$ cat src/rtl/mips_fetch_pkg.sv
// Shared types and constants for the MIPS fetch stage.
package mips_fetch_pkg;

    typedef enum logic {
        RUN   = 1'b0,
        FAULT = 1'b1
    } fetch_state_e;

    localparam logic [31:0] INST_NOP = 32'h0000_0000;
    localparam logic [31:0] PC_STEP  = 32'd4;

    function automatic logic is_aligned(
        input logic [31:0] addr
    );
        return (addr[1:0] == 2'b00);
    endfunction

endpackage

$ cat src/rtl/if_id_register.sv
// IF/ID pipeline register with load, hold and flush controls.
module if_id_register
    import mips_fetch_pkg::*;
(
    input  logic        clk,
    input  logic        rst,
    input  logic        load_en,
    input  logic        flush_en,
    input  logic [31:0] inst_i,
    input  logic [31:0] pc_i,
    output logic        valid_o,
    output logic [31:0] inst_o,
    output logic [31:0] pc_o,
    output logic [31:0] pc_plus4_o
);

    logic        valid_q, valid_d;
    logic [31:0] inst_q, inst_d;
    logic [31:0] pc_q, pc_d;
    logic [31:0] pc_plus4_q, pc_plus4_d;

    // Flush wins over load; pc fields survive a flush.
    always_comb begin
        valid_d    = valid_q;
        inst_d     = inst_q;
        pc_d       = pc_q;
        pc_plus4_d = pc_plus4_q;
        priority case (1'b1)
            flush_en: begin
                valid_d = 1'b0;
                inst_d  = INST_NOP;
            end
            load_en: begin
                valid_d    = 1'b1;
                inst_d     = inst_i;
                pc_d       = pc_i;
                pc_plus4_d = pc_i + PC_STEP;
            end
            default: ;
        endcase
    end

    always_ff @(posedge clk) begin
        if (rst) begin
            valid_q    <= 1'b0;
            inst_q     <= INST_NOP;
            pc_q       <= 32'h0;
            pc_plus4_q <= PC_STEP;
        end else begin
            valid_q    <= valid_d;
            inst_q     <= inst_d;
            pc_q       <= pc_d;
            pc_plus4_q <= pc_plus4_d;
        end
    end

    assign valid_o    = valid_q;
    assign inst_o     = inst_q;
    assign pc_o       = pc_q;
    assign pc_plus4_o = pc_plus4_q;

endmodule

$ cat src/rtl/instruction_fetch.sv
// MIPS fetch stage: PC, redirect/fault FSM, fetch counter, IF/ID.
module instruction_fetch
    import mips_fetch_pkg::*;
#(
    parameter logic [31:0] RESET_PC = 32'h0000_0000
)(
    input  logic        clk,
    input  logic        rst,
    input  logic        stall,
    input  logic        redirect_valid,
    input  logic [31:0] redirect_pc,
    output logic [31:0] imem_addr,
    input  logic [31:0] imem_data,
    output logic        id_valid,
    output logic [31:0] id_inst,
    output logic [31:0] id_pc,
    output logic [31:0] id_pc_plus4,
    output logic        fetch_fault,
    output logic [31:0] fault_pc,
    output logic [31:0] fetch_count
);

    fetch_state_e state_q, state_d;
    logic [31:0]  pc_q, pc_d;
    logic         fault_q, fault_d;
    logic [31:0]  fault_pc_q, fault_pc_d;
    logic [31:0]  count_q, count_d;
    logic         load_en;
    logic         flush_en;

    // Redirect beats the FAULT hold, which beats stall.
    always_comb begin
        state_d    = state_q;
        pc_d       = pc_q;
        fault_d    = fault_q;
        fault_pc_d = fault_pc_q;
        count_d    = count_q;
        load_en    = 1'b0;
        flush_en   = 1'b0;
        priority case (1'b1)
            redirect_valid: begin
                pc_d     = redirect_pc;
                flush_en = 1'b1;
                if (is_aligned(redirect_pc)) begin
                    state_d = RUN;
                    fault_d = 1'b0;
                end else begin
                    state_d    = FAULT;
                    fault_d    = 1'b1;
                    fault_pc_d = redirect_pc;
                end
            end
            (state_q == FAULT): ;
            stall: ;
            default: begin
                load_en = 1'b1;
                pc_d    = pc_q + PC_STEP;
                count_d = count_q + 32'd1;
            end
        endcase
    end

    always_ff @(posedge clk) begin
        if (rst) begin
            state_q    <= RUN;
            pc_q       <= RESET_PC;
            fault_q    <= 1'b0;
            fault_pc_q <= 32'h0;
            count_q    <= 32'h0;
        end else begin
            state_q    <= state_d;
            pc_q       <= pc_d;
            fault_q    <= fault_d;
            fault_pc_q <= fault_pc_d;
            count_q    <= count_d;
        end
    end

    if_id_register u_if_id (
        .clk        (clk),
        .rst        (rst),
        .load_en    (load_en),
        .flush_en   (flush_en),
        .inst_i     (imem_data),
        .pc_i       (pc_q),
        .valid_o    (id_valid),
        .inst_o     (id_inst),
        .pc_o       (id_pc),
        .pc_plus4_o (id_pc_plus4)
    );

    assign imem_addr   = pc_q;
    assign fetch_fault = fault_q;
    assign fault_pc    = fault_pc_q;
    assign fetch_count = count_q;

endmodule

$ cat config.mk
export PLATFORM = sky130hd
export DESIGN_NAME = instruction_fetch
export DESIGN_NICKNAME = d
export VERILOG_FILES = /design/src/rtl/mips_fetch_pkg.sv /design/src/rtl/if_id_register.sv /design/src/rtl/instruction_fetch.sv
export SDC_FILE = /design/constraint.sdc
export NUM_CORES = 1
export LEC_CHECK = 0
export BUFFER_PORTS_ARGS = -buffer_cell sky130_fd_sc_hd__buf_2
export CAP_MARGIN = 20
export CORE_MARGIN = 2
export CORE_UTILIZATION = 47
export CTS_BUF_LIST = sky130_fd_sc_hd__clkbuf_8
export DETAILED_ROUTE_END_ITERATION = 6
export GPL_ROUTABILITY_DRIVEN = 0
export GPL_TIMING_DRIVEN = 0
export PLACE_DENSITY = 0.82
export SYNTH_ARGS = -nofsm -noshare
export SYNTH_HDL_FRONTEND = slang
export SYNTH_SLANG_ARGS = --single-unit
$ cat constraint.sdc
create_clock -name clk -period 2.1 [get_ports clk]
set_clock_uncertainty 0.1 [all_clocks]
set_input_delay 0.315 -clock clk [delete_from_list [all_inputs] [get_ports clk]]
set_output_delay 0.315 -clock clk [all_outputs]
set_load 0.01 [all_outputs]
==> results.ini, run 1 <==
[grt]
antenna_found_initial = 0
grt_max_degree = 17
grtUsageTotal = 0.292
overflow = 0
grt_pass1_wl_um = 41200
grt_pass1_vias = 7878

[route]
routed_wl_um = 26800
via_per_inst = 5.41
drt_first_pass_iters = 5
vias = 8427
wire_per_inst_um = 17.2
detail-route-antenna-nets = 0
drtIter0Drc = 931
drc = 0

[synthesis]
ys_seq_area_frac = 0.486
synth_area_per_cell_um2 = 8.14
synth_cell_types = 41
syn_inst = 972
synthTopCellsByArea = dfxtp_1 49%, nand2_1 11%, a21oi_1 7.2%
synth.top_cell.area_share = 0.486
yosysWarnings = 0
ys_ff_latch = 192
synth_top_area_cell = dfxtp_1
synthesis.area_um2 = 7910
synth_fp_nets = 1042

[placement]
dp_slack_ns = -0.547
dp.final_hpwl_um = 18600
port_buffers = 259

[floorplanning]
initial_core_util = 0.479
die_w_um = 134
die_area_um2 = 17900
die_y_um = 134
coreArea_um2 = 16500
row_count = 47
pin_count = 262

[power]
power_uw = 7560
swShare = 0.274
p_seq_frac = 0.519
p_int_uw = 5490
pwr_density_cell_nw_per_um2 = 701
power_frac_clock = 0.348
combinationalPowerShare = 0.133
max-vdd-ir-drop_v = 0.000418
p_sw_uw = 2070
power_leakage_uw = 0.00458

[finish]
final_cell_mix = 268 x buf_2, 240 x nand2_1, 183 x dfxtp_1
area_growth_pct = 36.4
final_common_cell = buf_2
layout.nets = 1395
final_layout_size_suffix_gt1_frac = 0.271

[sta]
worst_slew_pin_slew_ns = 0.684
slew_headroom = 0.544
setup_viol = 0
final_max_slew_viol_count = 0
fin_ws_ns = 0.0272
hold_ws_ns = 0.0129
max_freq_ghz = 0.482
rsz0062_at_grt = yes
hold_violations = 0
min_period_ns = 2.07
fin_crit_sh = 0.987

[critical_path]
critPathRequiredTime_ns = 2.38
crit_type = reg2reg
arrival_ns = 2.36
endpoint_kind = flop
cp_max_fo = 6
start_kind = flop
rr_startpoint = imem_addr[3]$_SDFFE_PP0N_
startpoint = imem_addr[3]$_SDFFE_PP0N_

[worst_hold_path]
hp-start = redirect_pc[16]
hp-class = in2reg

[clocking]
cts_sinks = 192
cts_tree = done
clkLatencyLatePin_ns = 0.47
cts_root_buf = clkbuf_8
path_clk_slew_ns = 0.10
clockBufferDepth = 2
h-tree-depth = 4
cts_buffers = 17

[run_status]
outcome = finished, final reports clean

[run]
drv_cap = 0

## logic make-up after synthesis
group,share of synthesized area
flops,0.486
buf+inv,0.0432
compound gates,0.129
xor+xnor,0.0886
mux,0.00127
simple gates,0.249
fa+ha+maj,0.00316
## through the flow
step           cells  area (µm²)  setup TNS [ns]   util
2_1_floorplan    972        7910               0      -
3_3_place_gp    1451        9480          -33.01  0.574
3_5_place_dp    1451        9480          -35.56  0.574
4_1_cts         1552       10700               0  0.645
5_1_grt         1558       10800         -0.0773  0.653
6_report        1559       10800               0  0.653
## power groups by stage
stage / combinational (µW) / sequential (µW) / clock [µW]
5_1_grt: 1090 / 3940 / 2800
3_5_place_dp: 887 / 3990 / 0
6_report: 1010 / 3920 / 2630
4_1_cts: 986 / 3910 / 2650
3_3_place_gp: 873 / 3990 / 0
2_1_floorplan: 420 / 4050 / 0
## routing by layer
metal	up-vias	track usage	wire [µm]
li1	3966	-	-
met1	3874	0.362	10600
met2	508	0.487	12700
met3	79	0.0681	2560
met4	0	0.126	959
met5	-	0	0
## repair_timing
| item | 4_1_cts | 5_1_grt |
|---|---|---|
| endpoints found under the hold margin | 68 | 0 |
| setup buffers | 9 | 7 |
| gates resized for setup | 27 | 37 |
| hold buffers | 60 | 0 |
| endpoints found under the setup margin | 111 | 96 |
| pin swaps | 4 | 6 |
## final cells by class
cell class	instances	area, µm²
fillers	1336	5730
flip-flops and latches	192	3860
multi-input cells	696	3810
repair buffers	335	2020
plain buffers	73	348
well taps	220	275
clock buffers	17	234
clock inverters	15	194
inverters	10	37.5
diodes	1	2.50
## final timing paths
kind                            slack, ns  cells after the start                       endpoint
worst max-delay path                 0.03                      7     imem_addr[12]$_SDFFE_PP0N_
worst min-delay path                 0.01                      3      fault_pc[16]$_SDFFE_PP0P_
worst min register to register       0.35                      2  u_if_id.pc_o[18]$_SDFFE_PP0P_
worst max register to register       0.03                      7     imem_addr[12]$_SDFFE_PP0N_
## state kept, by name (all words and copies together), names as in the netlist
name and flops:
u_if_id.pc_o 30, u_if_id.inst_o 32, u_if_id.valid_o 1, fault_pc 32
fetch_fault 1, u_if_id.pc_plus4_o 32, fetch_count 32, imem_addr 32
## cells in the mapped netlist
master      n
nand4_1    18
nand2_1   241
nand4_2     1
clkbuf_2    3
a21oi_1   114
and4_1      8
ha_1        2
mux2i_1     1
xor2_1     43
nor4b_1     1
a31oi_1     2
nor4_4      3
a211oi_2    2
nand2_2     1
and3_1      5
buf_6       1
a311oi_1    1
nand3_1    28
o31ai_1     3
nor2_1     89
nor3_1     16
buf_2       6
buf_4       2
a221oi_1    1
nor4_2      1
dfxtp_1   192
and2_1      4
or3_1       5
nor3b_1     1
buf_1       9
a211oi_1   41
nor3_2      1
o22ai_1     3
nor4_1     11
nor4b_4     1
xnor2_1    37
or2_2       1
nand4_4     1
o21ai_0     9
inv_1      10
clkbuf_1   53
## critical path: stages (launching register included)
cell and delay, ns:
dfxtp_4 0.41, ha_4 0.18, nand4_4 0.11, buf_4 0.18, nor4_1 0.48, nand2_1 0.13, xor2_1 0.17, a211oi_1 0.22
No activity file was read; power rests on OpenSTA's default activity.
==> inputs of run 2 (changes only) <==
--- a/config.mk
+++ b/config.mk
@@ -13,6 +13,7 @@
 export DETAILED_ROUTE_END_ITERATION = 6
 export GPL_ROUTABILITY_DRIVEN = 0
 export GPL_TIMING_DRIVEN = 0
+export HOLD_SLACK_MARGIN = 0.1
 export PLACE_DENSITY = 0.82
 export SYNTH_ARGS = -nofsm -noshare
 export SYNTH_HDL_FRONTEND = slang
==> constraint.sdc (replaced) <==
create_clock -name clk -period 2.1 [get_ports clk]
set_clock_uncertainty 0.1 [all_clocks]
set_input_delay 0.315 -clock clk [delete_from_list [all_inputs] [get_ports clk]]
set_output_delay 0.315 -clock clk [all_outputs]
set_load 0.05 [all_outputs]
==> run 2 against run 1 <==
Effect of this change: critical path type unchanged; fmax down 0.56%; largest power group unchanged; sequential share of layout area grew 0.24 points; register-to-register slack barely moved; sequential power about the same; first-iteration DRC count decreased by 27%.
==> results.ini, run 2 (same netlist as run 1, synthesis figures left out) <==
[finish]
area_growth_pct = 36.6  ; was 36.4%
fin_area_um2 = 10800  ; about the same
instances_no_fill = 1550  ; was 1,559
final_common_cell = buf_2  ; unchanged
final_layout_size_suffix_gt1_frac = 0.283  ; was 0.271
antenna_cells = 0  ; was 1
layout.nets = 1390  ; was 1,395
final_cell_mix = 269 x buf_2, 240 x nand2_1, 162 x dfxtp_1  ; was 268 x buf_2, 240 x nand2_1, 183 x dfxtp_1

[floorplanning]
initial_core_util = 0.479  ; unchanged
die_area_um2 = 17900  ; unchanged
row_count = 47  ; unchanged
die_y_um = 134  ; unchanged
pin_count = 262  ; unchanged
die_w_um = 134  ; unchanged
coreArea_um2 = 16500  ; unchanged

[sta]
min_period_ns = 2.08  ; was 2.07 ns
final_max_slew_viol_count = 0  ; unchanged
setup_tns_ns = 0  ; unchanged
max_freq_ghz = 0.480  ; was 0.482 GHz
setup_viol = 0  ; unchanged
hold_ws_ns = 0.232  ; was 0.0129 ns
fin_crit_sh = 0.993  ; was 0.987
worst_slew_pin_slew_ns = 0.671  ; was 0.684 ns
rsz0062_at_grt = yes  ; unchanged
slew_headroom = 0.553  ; was 0.544
hold_violations = 0  ; unchanged

[clocking]
cts_buffers = 17  ; unchanged
cts_tree = done  ; unchanged
clkLatencyLatePin_ns = 0.47  ; about the same
h-tree-depth = 4  ; unchanged
cts_sinks = 192  ; unchanged
clockBufferDepth = 2  ; unchanged
cts_root_buf = clkbuf_8  ; unchanged
path_clk_slew_ns = 0.09  ; was 0.10 ns

[critical_path]
endpoint_kind = flop  ; unchanged
cp_max_fo = 10  ; was 6
rr_startpoint = fetch_count[5]$_SDFFE_PP0P_  ; was imem_addr[3]$_SDFFE_PP0N_
arrival_ns = 2.33  ; was 2.36 ns
startpoint = fetch_count[5]$_SDFFE_PP0P_  ; was imem_addr[3]$_SDFFE_PP0N_
critPathRequiredTime_ns = 2.34  ; was 2.38 ns
start_kind = flop  ; unchanged
crit_type = reg2reg  ; unchanged

[worst_hold_path]
hp-start = redirect_valid  ; was redirect_pc[16]
hp-class = in2reg  ; unchanged

[power]
pwr_density_cell_nw_per_um2 = 748  ; was 701 nW/µm²
power_leakage_uw = 0.00459  ; was 0.00458 µW
power_uw = 8090  ; was 7560 µW
max-vdd-ir-drop_v = 0.000380  ; was 0.000418 V

[route]
wire_per_inst_um = 17.7  ; was 17.2 µm
drt_first_pass_iters = 6  ; was 5
via_per_inst = 5.42  ; was 5.41
detail-route-antenna-nets = 0  ; unchanged
drc = 0  ; unchanged
routed_wl_um = 27400  ; was 26,800 µm
vias = 8402  ; was 8,427
drtIter0Drc = 680  ; was 931

[grt]
grtUsageTotal = 0.297  ; was 0.292
overflow = 0  ; unchanged
grt_pass1_wl_um = 41600  ; was 41,200 µm
grt_max_degree = 17  ; unchanged
antenna_found_initial = 0  ; unchanged
grt_pass1_vias = 7895  ; was 7,878

[run]
drv_cap = 0  ; unchanged

[placement]
place_inst = 1451  ; unchanged
placed_area_um2 = 9540  ; was 9480 µm²
dp.final_hpwl_um = 18800  ; was 18,600 µm
port_buffers = 259  ; unchanged

[run_status]
outcome = finished, final reports clean  ; unchanged

-- run 2: cell types whose count changed in the layout (fill, tap and decap cells not counted), moves of 2 or more --
cell / previous run / this run
clkinv_4: 3 / 0
dfxtp_2: 7 / 26
dlygate4sd3_1: 60 / 64
buf_6: 5 / 1
clkbuf_1: 41 / 38
dfxtp_4: 2 / 4
buf_4: 18 / 16
inv_6: 2 / 0
dfxtp_1: 183 / 162
inv_1: 12 / 14
-- run 2: layout make-up --
class / count / area (µm²)
repair buffers: 337 / 2040
flip-flops and latches: 192 / 3890
plain buffers: 66 / 297
clock buffers: 18 / 248
multi-input cells: 696 / 3840
clock inverters: 11 / 175
well taps: 220 / 275
inverters: 10 / 37.5
fillers: 1330 / 5720
-- run 2: metrics by stage --
step / setup WS [ns] / util
2_1_floorplan: -0.000120 / -
3_3_place_gp: -0.465 / 0.577
3_5_place_dp: -0.535 / 0.577
4_1_cts: 0.00449 / 0.647
5_1_grt: -0.0846 / 0.654
6_report: 0.0156 / 0.654
-- run 2: metal layers --
layer | up-vias | global-route usage | wire length (µm)
met5 | - | 0 | 0
met4 | 0 | 0.135 | 883
met3 | 71 | 0.0765 | 2420
met2 | 462 | 0.507 | 13200
met1 | 3913 | 0.351 | 10900
li1 | 3956 | - | -
-- run 2: critical path: stages (launching register included) --
cell and delay [ns]:
dfxtp_2 0.39, and4_1 0.27, nand4_1 0.32, buf_2 0.31
nor4_2 0.36, xnor2_1 0.16, nor2_1 0.05
-- run 2: worst paths after layout --
path	to	slack, ns	depth (start not counted)
max	fetch_count[27]$_SDFFE_PP0P_	0.02	6
min	fault_pc[1]$_SDFFE_PP0P_	0.23	3
max reg2reg	fetch_count[27]$_SDFFE_PP0P_	0.02	6
min reg2reg	u_if_id.pc_o[7]$_SDFFE_PP0P_	0.35	2
-- run 2: where the power goes --
group | internal, µW | switching, µW
registers | 3800 | 144
clock network | 1410 | 1280
logic | 408 | 1050
-- run 2: what timing repair did --
action                                 in CTS  in global routing
setup buffers                               5                  9
endpoints found under the hold margin      95                  0
pin swaps                                   2                  5
resized for setup                          18                 27
hold buffers                               64                  0
setup endpoints to repair                 109                 72
==> inputs of run 3 (changes only) <==
--- a/config.mk
+++ b/config.mk
@@ -8,13 +8,14 @@
 export BUFFER_PORTS_ARGS = -buffer_cell sky130_fd_sc_hd__buf_2
 export CAP_MARGIN = 20
 export CORE_MARGIN = 2
-export CORE_UTILIZATION = 47
+export CORE_UTILIZATION = 45
 export CTS_BUF_LIST = sky130_fd_sc_hd__clkbuf_8
 export DETAILED_ROUTE_END_ITERATION = 6
 export GPL_ROUTABILITY_DRIVEN = 0
 export GPL_TIMING_DRIVEN = 0
 export HOLD_SLACK_MARGIN = 0.1
-export PLACE_DENSITY = 0.82
+export PLACE_DENSITY = 0.79
+export SLEW_MARGIN = 10
 export SYNTH_ARGS = -nofsm -noshare
 export SYNTH_HDL_FRONTEND = slang
 export SYNTH_SLANG_ARGS = --single-unit
==> run 3 against run 2 <==
Effect of this change: cell area shrank 0.19%; utilization down 2.8 points; flip-flop and latch count is the same; critical path depth grew 1; first-iteration DRC count decreased by 9.3%; hold slack worse by 0.049 ns; via count decreased by 0.94%; count of clock-buffer cells in the layout increased by 3; sequential power about the same; fmax increased by 2.0%; critical path type unchanged; critical endpoint is now imem_addr[20]$_SDFFE_PP0N_; highest routed layer unchanged.
==> results.ini, run 3 (same netlist as run 1, synthesis figures left out) <==
[clocking]
cts_root_buf = clkbuf_8  ; unchanged
path_clk_slew_ns = 0.09  ; about the same
clkLatencyLatePin_ns = 0.47  ; about the same
cts_sinks = 192  ; unchanged
cts_buffers = 17  ; unchanged
cts_tree = done  ; unchanged
clockBufferDepth = 2  ; unchanged
h-tree-depth = 4  ; unchanged

[critical_path]
ff2ff_setup_slack_ns = 0.06  ; was 0.02 ns
crit_type = reg2reg  ; unchanged
cp_max_fo = 6  ; was 10
endpoint_kind = flop  ; unchanged
start_kind = flop  ; unchanged
arrival_ns = 2.33  ; about the same
critPathRequiredTime_ns = 2.38  ; was 2.34 ns

[route]
drc = 0  ; unchanged
via_per_inst = 5.34  ; was 5.42
vias = 8323  ; was 8,402
drtIter0Drc = 617  ; was 680
detail-route-antenna-nets = 0  ; unchanged
drt_first_pass_iters = 5  ; was 6
routed_wl_um = 27100  ; was 27,400 µm
wire_per_inst_um = 17.4  ; was 17.7 µm

[floorplanning]
die_w_um = 137  ; was 134 µm
initial_core_util = 0.459  ; was 0.479
pin_count = 262  ; unchanged
die_y_um = 137  ; was 134 µm
row_count = 48  ; was 47
coreArea_um2 = 17200  ; was 16,500 µm²
die_area_um2 = 18700  ; was 17,900 µm²

[sta]
slew_headroom = 0.539  ; was 0.553
final_max_slew_viol_count = 0  ; unchanged
max_freq_ghz = 0.489  ; was 0.480 GHz
rsz0062_at_grt = yes  ; unchanged
hold_ws_ns = 0.182  ; was 0.232 ns
setup_viol = 0  ; unchanged
min_period_ns = 2.04  ; was 2.08 ns
hold_violations = 0  ; unchanged
worst_slew_pin_slew_ns = 0.692  ; was 0.671 ns
fin_crit_sh = 0.974  ; was 0.993

[power]
p_seq_frac = 0.499  ; was 0.487
pwr_density_cell_nw_per_um2 = 732  ; was 748 nW/µm²
p_sw_uw = 2520  ; was 2480 µW
swShare = 0.320  ; was 0.306
max-vdd-ir-drop_v = 0.000375  ; was 0.000380 V
combinationalPowerShare = 0.185  ; was 0.181
p_int_uw = 5370  ; was 5610 µW
power_leakage_uw = 0.00456  ; was 0.00459 µW
power_frac_clock = 0.316  ; was 0.332

[grt]
grt_pass1_wl_um = 41400  ; was 41,600 µm
overflow = 0  ; unchanged
grt_pass1_vias = 7964  ; was 7,895
grtUsageTotal = 0.286  ; was 0.297
antenna_found_initial = 1  ; was 0
grt_max_degree = 17  ; unchanged

[placement]
dp.final_hpwl_um = 18900  ; was 18,800 µm
place_inst = 1456  ; was 1,451
port_buffers = 259  ; unchanged

[run_status]
outcome = finished, final reports clean  ; unchanged

[finish]
final_layout_size_suffix_gt1_frac = 0.286  ; was 0.283
area_growth_pct = 36.3  ; was 36.6%
final_cell_mix = 267 x buf_2, 240 x nand2_1, 162 x dfxtp_1  ; was 269 x buf_2, 240 x nand2_1, 162 x dfxtp_1
layout.nets = 1390  ; unchanged
instances_no_fill = 1559  ; was 1,550
final_common_cell = buf_2  ; unchanged

[worst_hold_path]
hp-class = in2reg  ; unchanged

[run]
drv_cap = 0  ; unchanged

==> run 3: timing repair <==
action,CTS,global route
pin swaps,1,5
gates resized for setup,13,41
setup endpoints to repair,104,87
hold buffers,64,0
endpoints found under the hold margin,96,0
setup buffers,3,9
==> run 3: area by class of cell <==
type                    count  area (µm²)
plain buffers              68         307
fillers                  1432        6450
clock buffers              21         289
clock inverters            10         110
diodes                      2        5.00
multi-input cells         696        3830
flip-flops and latches    192        3900
repair buffers            335        2030
well taps                 225         282
inverters                  10        37.5
==> run 3: final timing paths <==
| check | from | endpoint | depth (start not counted) |
|---|---|---|---|
| min reg2reg | fault_pc[26]$_SDFFE_PP0P_ | fault_pc[26]$_SDFFE_PP0P_ | 2 |
| min | redirect_valid | imem_addr[1]$_SDFFE_PP0P_ | 3 |
| max reg2reg | imem_addr[2]$_SDFFE_PP0N_ | imem_addr[20]$_SDFFE_PP0N_ | 7 |
| max | imem_addr[2]$_SDFFE_PP0N_ | imem_addr[20]$_SDFFE_PP0N_ | 7 |
==> run 3: critical path, cell delays in order, from the launching register on <==
cell	delay [ns]
dfxtp_4	0.41
ha_4	0.18
nand4_4	0.12
or3_1	0.33
buf_2	0.18
nor4_4	0.29
xnor2_1	0.13
a211oi_2	0.22
==> run 3: power by group through the flow <==
| stage | combinational [µW] | clock, µW | sequential [µW] |
|---|---|---|---|
| floorplan | 424 | 0 | 4510 |
| global placement | 1340 | 0 | 3990 |
| detailed placement | 1350 | 0 | 4000 |
| CTS | 1460 | 2500 | 3910 |
| global route | 1550 | 2640 | 3960 |
| finish | 1460 | 2500 | 3940 |
==> run 3: metal layers <==
layer  global-route usage  share of wire
met1                0.346           0.41
met3               0.0696          0.090
met2                0.488           0.47
met4                0.115          0.033
met5                    0              0
==> run 3: metrics by stage <==
stage / TNS [ns] / total power (µW) / setup slack, ns / area, µm² / utilization
after floorplan: -0.000120 / 4930 / -0.000120 / 7960 / -
after global placement: -29.57 / 5330 / -0.527 / 9540 / 0.554
after detailed placement: -32.90 / 5350 / -0.522 / 9540 / 0.554
after CTS: 0 / 7870 / 0.00417 / 10600 / 0.618
after global routing: -0.265 / 8140 / -0.176 / 10800 / 0.626
final: 0 / 7890 / 0.0556 / 10800 / 0.626
